$ cat config.mk
export PLATFORM = sky130hd
export DESIGN_NAME = wfg_spi_capture
export DESIGN_NICKNAME = d
export VERILOG_FILES = /design/src/rtl/wfg_spi_capture.sv
export SDC_FILE = /design/constraint.sdc
export NUM_CORES = 1
export LEC_CHECK = 0
export CORE_MARGIN = 3
export CORE_UTILIZATION = 40
export DETAILED_ROUTE_END_ITERATION = 12
export MAX_ROUTING_LAYER = met4
export SETUP_SLACK_MARGIN = 0.3
export SYNTH_ARGS = -nofsm -noshare
export SYNTH_HDL_FRONTEND = slang
export SYNTH_SLANG_ARGS = --single-unit
export TNS_END_PERCENT = 1
$ cat constraint.sdc
create_clock -name io_wbs_clk -period 6.3 [get_ports io_wbs_clk]
set_input_delay 0.63 -clock io_wbs_clk [delete_from_list [all_inputs] [get_ports io_wbs_clk]]
set_output_delay 0.63 -clock io_wbs_clk [all_outputs]
set_load 0.1 [all_outputs]
$ cat src/rtl/wfg_spi_capture.sv
// SPI capture stage: oversamples SCLK/CS_N/SDI, deserializes words into a FIFO,
// exposes control, status and data through a Wishbone slave.
module wfg_spi_capture #(
  parameter int BUSW        = 32,
  parameter int FIFO_DEPTH  = 8,
  parameter int SYNC_STAGES = 2
) (
  input  logic            io_wbs_clk,
  input  logic            io_wbs_rst,
  input  logic [BUSW-1:0] io_wbs_adr,
  input  logic [BUSW-1:0] io_wbs_datwr,
  output logic [BUSW-1:0] io_wbs_datrd,
  input  logic            io_wbs_we,
  input  logic            io_wbs_stb,
  output logic            io_wbs_ack,
  input  logic            io_wbs_cyc,
  input  logic            spi_sclk_i,
  input  logic            spi_cs_ni,
  input  logic            spi_sdi_i,
  output logic            capture_irq_o
);

  localparam int AW = $clog2(FIFO_DEPTH);
  localparam logic [AW:0] DEPTH = (AW+1)'(FIFO_DEPTH);

  typedef enum logic {IDLE, SHIFT} state_t;

  state_t state, state_n;

  logic [SYNC_STAGES-1:0][2:0] sync_q;
  logic sclk_s, cs_s, sdi_s;
  logic sclk_q, cs_q;
  logic sample, cs_fall, cs_rise;

  logic       en, cpol, irq_en;
  logic [4:0] wl_m1;
  logic       ovf, short_f;

  logic [31:0] mem [FIFO_DEPTH];
  logic [AW:0] wptr, rptr, level;
  logic        empty, full;

  logic [5:0]  cnt, cnt_n, cnt_inc, wl;
  logic [31:0] shreg, sh_n, sh_nxt, mask;
  logic        push, push_ok, pop, short_set, ovf_set;

  logic        acc, wr, flush_w, kill;
  logic [1:0]  sel;
  logic [31:0] rd32;

  logic unused;
  assign unused = ^{io_wbs_adr[BUSW-1:4], io_wbs_adr[1:0],
                    io_wbs_datwr[BUSW-1:13], io_wbs_datwr[7:4],
                    shreg[31]};

  assign sclk_s  = sync_q[SYNC_STAGES-1][0];
  assign cs_s    = sync_q[SYNC_STAGES-1][1];
  assign sdi_s   = sync_q[SYNC_STAGES-1][2];
  assign sample  = cpol ? (sclk_q & ~sclk_s) : (~sclk_q & sclk_s);
  assign cs_fall = cs_q & ~cs_s;
  assign cs_rise = ~cs_q & cs_s;

  assign acc     = io_wbs_stb & io_wbs_cyc & ~io_wbs_ack;
  assign sel     = io_wbs_adr[3:2];
  assign wr      = acc & io_wbs_we;
  assign flush_w = wr & (sel == 2'd0) & io_wbs_datwr[2];
  assign kill    = flush_w | ~en;

  assign level   = wptr - rptr;
  assign empty   = (level == '0);
  assign full    = (level == DEPTH);
  assign pop     = acc & ~io_wbs_we & (sel == 2'd2) & ~empty;
  assign push_ok = push & (~full | pop);
  assign ovf_set = push & full & ~pop;

  assign wl      = {1'b0, wl_m1} + 6'd1;
  assign mask    = 32'hFFFF_FFFF >> (5'd31 - wl_m1);
  assign cnt_inc = cnt + 6'd1;
  assign sh_nxt  = {shreg[30:0], sdi_s};

  assign capture_irq_o = irq_en & ~empty;

  always_comb begin
    state_n   = state;
    cnt_n     = cnt;
    sh_n      = shreg;
    push      = 1'b0;
    short_set = 1'b0;
    unique case (state)
      IDLE: begin
        if (en && cs_fall) begin
          state_n = SHIFT;
          cnt_n   = '0;
          sh_n    = '0;
        end
      end
      SHIFT: begin
        if (cs_rise) begin
          state_n   = IDLE;
          short_set = (cnt != '0);
          cnt_n     = '0;
        end else if (sample) begin
          sh_n = sh_nxt;
          if (cnt_inc == wl) begin
            push  = 1'b1;
            cnt_n = '0;
          end else begin
            cnt_n = cnt_inc;
          end
        end
      end
    endcase
    // disabling or flushing abandons any word in progress silently
    if (kill) begin
      state_n   = IDLE;
      cnt_n     = '0;
      push      = 1'b0;
      short_set = 1'b0;
    end
  end

  always_comb begin
    rd32 = '0;
    case (sel)
      2'd0: rd32 = {19'b0, wl_m1, 4'b0, irq_en, 1'b0, cpol, en};
      2'd1: rd32 = {16'b0, 8'(level), 4'b0, short_f, ovf, full, empty};
      2'd2: rd32 = empty ? 32'd0 : mem[rptr[AW-1:0]];
      default: rd32 = '0;
    endcase
  end

  always_ff @(posedge io_wbs_clk) begin
    if (push_ok) mem[wptr[AW-1:0]] <= sh_nxt & mask;
  end

  always_ff @(posedge io_wbs_clk) begin
    if (!io_wbs_rst) begin
      sync_q       <= '0;
      sclk_q       <= 1'b0;
      cs_q         <= 1'b0;
      state        <= IDLE;
      cnt          <= '0;
      shreg        <= '0;
      en           <= 1'b0;
      cpol         <= 1'b0;
      irq_en       <= 1'b0;
      wl_m1        <= '0;
      ovf          <= 1'b0;
      short_f      <= 1'b0;
      wptr         <= '0;
      rptr         <= '0;
      io_wbs_ack   <= 1'b0;
      io_wbs_datrd <= '0;
    end else begin
      sync_q <= {sync_q[SYNC_STAGES-2:0],
                 {spi_sdi_i, spi_cs_ni, spi_sclk_i}};
      sclk_q <= sclk_s;
      cs_q   <= cs_s;
      state  <= state_n;
      cnt    <= cnt_n;
      shreg  <= sh_n;
      io_wbs_ack   <= acc;
      io_wbs_datrd <= acc ? BUSW'(rd32) : '0;
      if (wr && sel == 2'd0) begin
        en     <= io_wbs_datwr[0];
        cpol   <= io_wbs_datwr[1];
        irq_en <= io_wbs_datwr[3];
        wl_m1  <= io_wbs_datwr[12:8];
      end
      // a coinciding set event beats the clearing write
      ovf     <= ovf_set | (ovf & ~(wr && sel == 2'd1 && io_wbs_datwr[2]));
      short_f <= short_set |
                 (short_f & ~(wr && sel == 2'd1 && io_wbs_datwr[3]));
      if (flush_w) begin
        wptr <= '0;
        rptr <= '0;
      end else begin
        if (push_ok) wptr <= wptr + 1'b1;
        if (pop)     rptr <= rptr + 1'b1;
      end
    end
  end

endmodule
# Word level (Yosys, flattened, before mapping)
# Memories as Yosys holds them, arrays and structs flattened. A register that Yosys moved wholly into a read port is not among the register bits.
# Index checks and enable logic that the tools add are counted.
# op_classes
mux	27
n_reduce_logical	13
add_sub_neg	6
eq_ne	8
shifts	1
bitwise_logic	37
# ops
operator	n
32-bit one-hot mux with 3 select lines	1
31-bit 2-to-1 mux	3
31-bit one-hot mux with 2 select lines	1
32-bit bitwise AND	1
32-bit 2-to-1 mux	1
32-bit by 5-bit right shift with 32-bit output (first input constant)	1
6-bit 2-to-1 mux	4
1-bit bitwise AND	18
1-bit NOT	14
1-bit 2-to-1 mux	13
6-bit one-hot mux with 2 select lines	1
4-bit by 1-bit adder with 4-bit output (second input constant)	2
5-bit by 1-bit adder with 6-bit output (second input constant)	1
6-bit by 1-bit adder with 6-bit output (second input constant)	1
6-bit equality test	1
3-bit 2-to-1 mux	2
6-bit nonzero test	1
1-bit logical AND	5
5-bit subtractor (first input constant)	1
4-bit equality test (second input constant)	1
4-bit logical NOT	1
2-bit inequality test (second input constant)	2
1-bit OR	4
2-bit AND reduction	2
9 further kinds	10
# word_totals
ramBits	256
regBits	97
elab_cells	110
memories	1
output_inout_bits	34
in_bits	72
# mem_list
name	depth	width	read_ports	rd_clocked_by_memory_dff	wr	line	rtl
mem	8	32	1	1	1	39	logic [31:0] mem [FIFO_DEPTH];

# Logic depth before layout (Yosys ltp)
# depth
depth_word	10
mapped_depth	10
mapped_depth_nobuf	9

# Least setup slack after synthesis
# No wires, ideal clock.
# synth_timing
path_kind	reg-to-reg
startpoint	reg wptr[0]
endpoint	mem mem[0][0] (enable)
setup_time_ns	0.501
period_less_slack_ns	5.875
path_stages_with_launch	11
n_path_buf	1
path_slack_ns	0.425
arrival_time_ns	5.373
required_ns	5.799
cell_sequence	dfxtp_1 inv_1 ha_1 fa_1 xor2_1 nand3_1 nor2_1 o21a_1 or4_1 buf_2 nor4_1
# synth_via
elab_chain_cells	8
word_cells_on_any_way	10
cone_classes	1 x add/sub; 1 x eq/ne; 2 x mux; 5 x bitwise; 1 x reduce/logical
# synth_rtl
element	line	rtl
start: declaration	40	logic [AW:0] wptr, rptr, level;
start signal: assignment	178	if (push_ok) wptr <= wptr + 1'b1;
4-bit subtractor	69	assign level = wptr - rptr;
4-bit logical NOT	70	assign empty = (level == '0);
1-bit NOT	72	assign pop = acc & ~io_wbs_we & (sel == 2'd2) & ~empty;
1-bit bitwise AND	72	
1-bit OR	73	assign push_ok = push & (~full | pop);
1-bit bitwise AND	73	
1-bit 2-to-1 mux	133	if (push_ok) mem[wptr[AW-1:0]] <= sh_nxt & mask;
1-bit 2-to-1 mux (implied by the code)	133	
end: declaration	39	
# Parallel ways exist; a longest one is shown, timed or not.

# Final worst setup path
# layout_timing
startpoint	reg wptr[0]
endpoint	out capture_irq_o
# layout_via
elab_chain_cells	4
# layout_rtl
element	line	rtl
4-bit subtractor	69	
4-bit logical NOT	70	
1-bit NOT	81	assign capture_irq_o = irq_en & ~empty;
1-bit bitwise AND	81	
end: declaration	20	output logic capture_irq_o
# Every way passes these cells.

==> flow_summary.toml <==
[outcome]
status = "finished, final reports clean"

[power_and_ir_drop]
leakage_dissipation_nw = 5.93
irDropWorstVdd_mv = 0.162
sequentialPowerShare_pct = 53.1
switching_share_pct = 19.4
p_switching_w = 0.000905
power_frac_clock_pct = 45.8
int_power_w = 0.00377
pwr-share-comb_pct = 1.0
power.density_nw_per_um2 = 281

[finish]
nNetsFinal = 1061
final_layout_size_suffix_gt1_share_pct = 16.0
count_of_inserted_antenna_diode_cells = 0
area_delta_synth_final_pct = 16.3
leading_cell_types_in_the_layout_fill_and_taps_excluded = "sky130_fd_sc_hd__edfxtp_1 (256), sky130_fd_sc_hd__dfxtp_1 (97), sky130_fd_sc_hd__mux2i_1 (67), sky130_fd_sc_hd__mux4_2 (64), sky130_fd_sc_hd__clkdlybuf4s50_1 (52)"
final_common_cell = "sky130_fd_sc_hd__edfxtp_1"

[floorplanning]
dieWidth_microns = 195
floorplan.initialDensity_pct = 41.0
die_h_microns = 195
coreArea_sq_um = 34900
floorplan.die_area_sq_um = 38100
core.rowCount = 68
boundaryPins = 106

[detailed_routing]
postRouteAntennaNets = 0
routed_wl_mm = 29.5
drc = 0
firstDrtPassIters = 5
dr_total_vias = 7678
first_iter_violations = 465
wl_per_cell_microns = 20.2
vias_per_cell = 5.25

[clock_tree]
cts_setup_buffers = 0
tritoncts_num_sinks = 356
cts_inserted_buffers = 38
cts_max_path_buffers = 3
post_cts_resize_count = 0
cts_tree = "done"
clock_tree_root_driver_cell = "sky130_fd_sc_hd__clkbuf_16"
cts_h_tree_depth = 2
cts_hold_buffers = 0
clk-insertion-delay-late_ns = 0.53
worst_setup_hold_path_clk_slew_ns = 0.06

[timing]
rsz0062_at_grt = "false"
tightest_slew_ns = 0.989
max_slew_margin_pct = 33.8
totalNegativeSetupSlack_ns = 0
timing_max_transition_violations_final = 0
setup_viol = 0
final.min_clock_period_ns = 4.50
hold_violations = 0
hold-worst-slack_ns = 0.422
final_min_period_over_clock_period_pct = 71.5
clock_tree_skew_after_final_layout_ns = 0.0223
achievable-frequency_ghz = 0.222

[grt]
total_routing_usage_gr_pct = 16.1
via_count_of_the_first_global_routing_pass = 7861
antenna_found_initial = 0
grt_start_max_net_pins = 52
grt_first_pass_wirelength_mm = 46.5
gr-total-overflow = 0

[worst_setup_path]
critPathRequiredTime_ns = 5.67
end_kind = "output port"
cp_slowest_cell = "sky130_fd_sc_hd__clkdlybuf4s50_1"
cp.arrival_ns = 3.87
worst-setup-path-type = "flip-flop to output port"
cp_cell_sequence = "inv_1 > ha_1 > fa_1 > xor2_1 > nand3_1 > nor3_1 > nor2b_1 > clkdlybuf4s50_1"
max_stage_delay_ns = 1.00
critical_path_peak_fanout = 7
startpoint_type = "flip-flop"

[synth]
synth.net_count = 996
synth-edff-count = 256
ys_dominant_reg_cell = "sky130_fd_sc_hd__edfxtp_1"
yosys_warnings = 0
synth.cell_area_sq_um = 14300
syn_avg_cell_area_sq_um = 15.7
synthArstFlopShare_pct = 0
yosysUniqueCellTypes = 63
synthesis.instances = 912
synth.yosys.seq_area_share_pct = 67.7
ys_ff_latch = 356

[placement]
port-buffer-count = 52
dpl.hpwl_mm = 17.3
place.gp.congestion = 0.801

[worst_hold_path]
hold_class = "flip-flop to flip-flop"

[run]
drv_cap = 0
-- stage by stage --
step                      cell area (sq um)  total power (W)  setup slack, ns  instances  utilization [%]
after detailed placement              15400          0.00258             1.88       1392             44.2
after global placement                15400          0.00258             1.94       1392             44.2
after global routing                  16600          0.00482             1.49       1462             47.7
final                                 16600          0.00467             1.80       1462             47.7
after floorplan                       14300          0.00256            0.425        912                -
after CTS                             16600          0.00472             1.78       1462             47.7
-- power by group through the flow --
stage / sequential (W) / clock, W / combinational (W)
after floorplan: 0.00254 / 0 / 0.0000226
after global placement: 0.00253 / 0 / 0.0000476
after detailed placement: 0.00253 / 0 / 0.0000475
after CTS: 0.00248 / 0.00219 / 0.0000477
after global routing: 0.00248 / 0.00229 / 0.0000515
final: 0.00248 / 0.00214 / 0.0000476
-- synthesized netlist by cell type, types with 2 or more instances --
library cell                 n  area [sq um]
sky130_fd_sc_hd__o31a_1      2          17.5
sky130_fd_sc_hd__and2_1     49           307
sky130_fd_sc_hd__xnor2_1     5          43.8
sky130_fd_sc_hd__o211a_1     3          30.0
sky130_fd_sc_hd__xor2_1      7          61.3
sky130_fd_sc_hd__o211ai_1    4          30.0
sky130_fd_sc_hd__a21oi_1    25           125
sky130_fd_sc_hd__buf_2      10          50.1
sky130_fd_sc_hd__nand3b_1    3          22.5
sky130_fd_sc_hd__clkbuf_1   38           143
sky130_fd_sc_hd__a31oi_1     3          18.8
sky130_fd_sc_hd__nor3_1     12          60.1
sky130_fd_sc_hd__edfxtp_1  256          7690
sky130_fd_sc_hd__o31ai_1     3          22.5
sky130_fd_sc_hd__ha_1       11           138
sky130_fd_sc_hd__a21boi_0   12          90.1
sky130_fd_sc_hd__o21a_1      9          67.6
sky130_fd_sc_hd__dfxtp_1   100          2000
sky130_fd_sc_hd__mux2i_1    67           671
sky130_fd_sc_hd__nand3_1     9          45.0
sky130_fd_sc_hd__nand2b_1    2          12.5
sky130_fd_sc_hd__nand4b_1    3          26.3
sky130_fd_sc_hd__o21ai_0    10          50.1
sky130_fd_sc_hd__nand4_1     3          18.8
sky130_fd_sc_hd__nor4_1      5          31.3
sky130_fd_sc_hd__nor3b_1     2          15.0
sky130_fd_sc_hd__buf_6       2          22.5
sky130_fd_sc_hd__o221ai_1    3          26.3
sky130_fd_sc_hd__or3_1       2          12.5
sky130_fd_sc_hd__nor2b_1    43           269
sky130_fd_sc_hd__mux4_2     64          1440
sky130_fd_sc_hd__and3_1      4          25.0
sky130_fd_sc_hd__inv_1      15          56.3
sky130_fd_sc_hd__nor2_1     45           169
sky130_fd_sc_hd__and3b_1     3          26.3
sky130_fd_sc_hd__o22ai_1     4          25.0
sky130_fd_sc_hd__nand2_1    48           180
-- layout make-up --
class | instances | area (sq um)
sequential | 356 | 9700
tap | 455 | 569
clock inverter | 8 | 45.0
inverter | 17 | 63.8
timing repair buffer | 75 | 693
multi-input combinational | 489 | 4400
fill | 3034 | 18300
clock buffer | 62 | 1170
-- routing by layer --
layer	routed length [microns]	global-route usage [%]	vias up
li1	-	-	3594
met1	13200	22.2	3862
met2	14200	25.2	175
met3	1380	2.40	47
met4	662	4.49	0
met5	0	-	-
-- registers in the layout (all words and copies together), names as in the netlist, named ones only --
| signal | cells |
|---|---|
| state | 1 |
| cs_s | 1 |
| cnt | 6 |
| io_wbs_ack | 1 |
| sclk_q | 1 |
| sync_q | 3 |
| cpol | 1 |
| wptr | 4 |
| rptr | 4 |
| sclk_s | 1 |
| mem | 256 |
| irq_en | 1 |
| io_wbs_datrd | 32 |
| short_f | 1 |
| ovf | 1 |
| wl_m1 | 5 |
| cs_q | 1 |
| en | 1 |
| shreg | 31 |
| sdi_s | 1 |
-- final timing paths --
check / slack (ns) / depth (start not counted) / endpoint / from
setup / recovery: 1.80 / 8 / capture_irq_o / wptr[0]
setup reg to reg: 1.85 / 9 / mem[4][26] / wl_m1[2]
hold / removal: 0.42 / 1 / cs_s / sync_q[1]
hold reg to reg: 0.42 / 1 / cs_s / sync_q[1]
-- critical path, delay by kind of cell (launching register included) --
family,cells,cell delay (ns)
buffers and inverters,2,1.17
and+or+nand+nor,3,0.82
adders and majority gates,2,0.64
DFF,1,0.47
xor gates and xnor gates,1,0.24
-- logic make-up after synthesis --
group	share of synthesized area (%)
buf+inv	1.95
fa+ha+maj	1.10
xor+xnor	0.735
mux	14.9
flops	67.7
simple gates	9.10
compound gates	4.43
(Power assumes the default switching activity.)
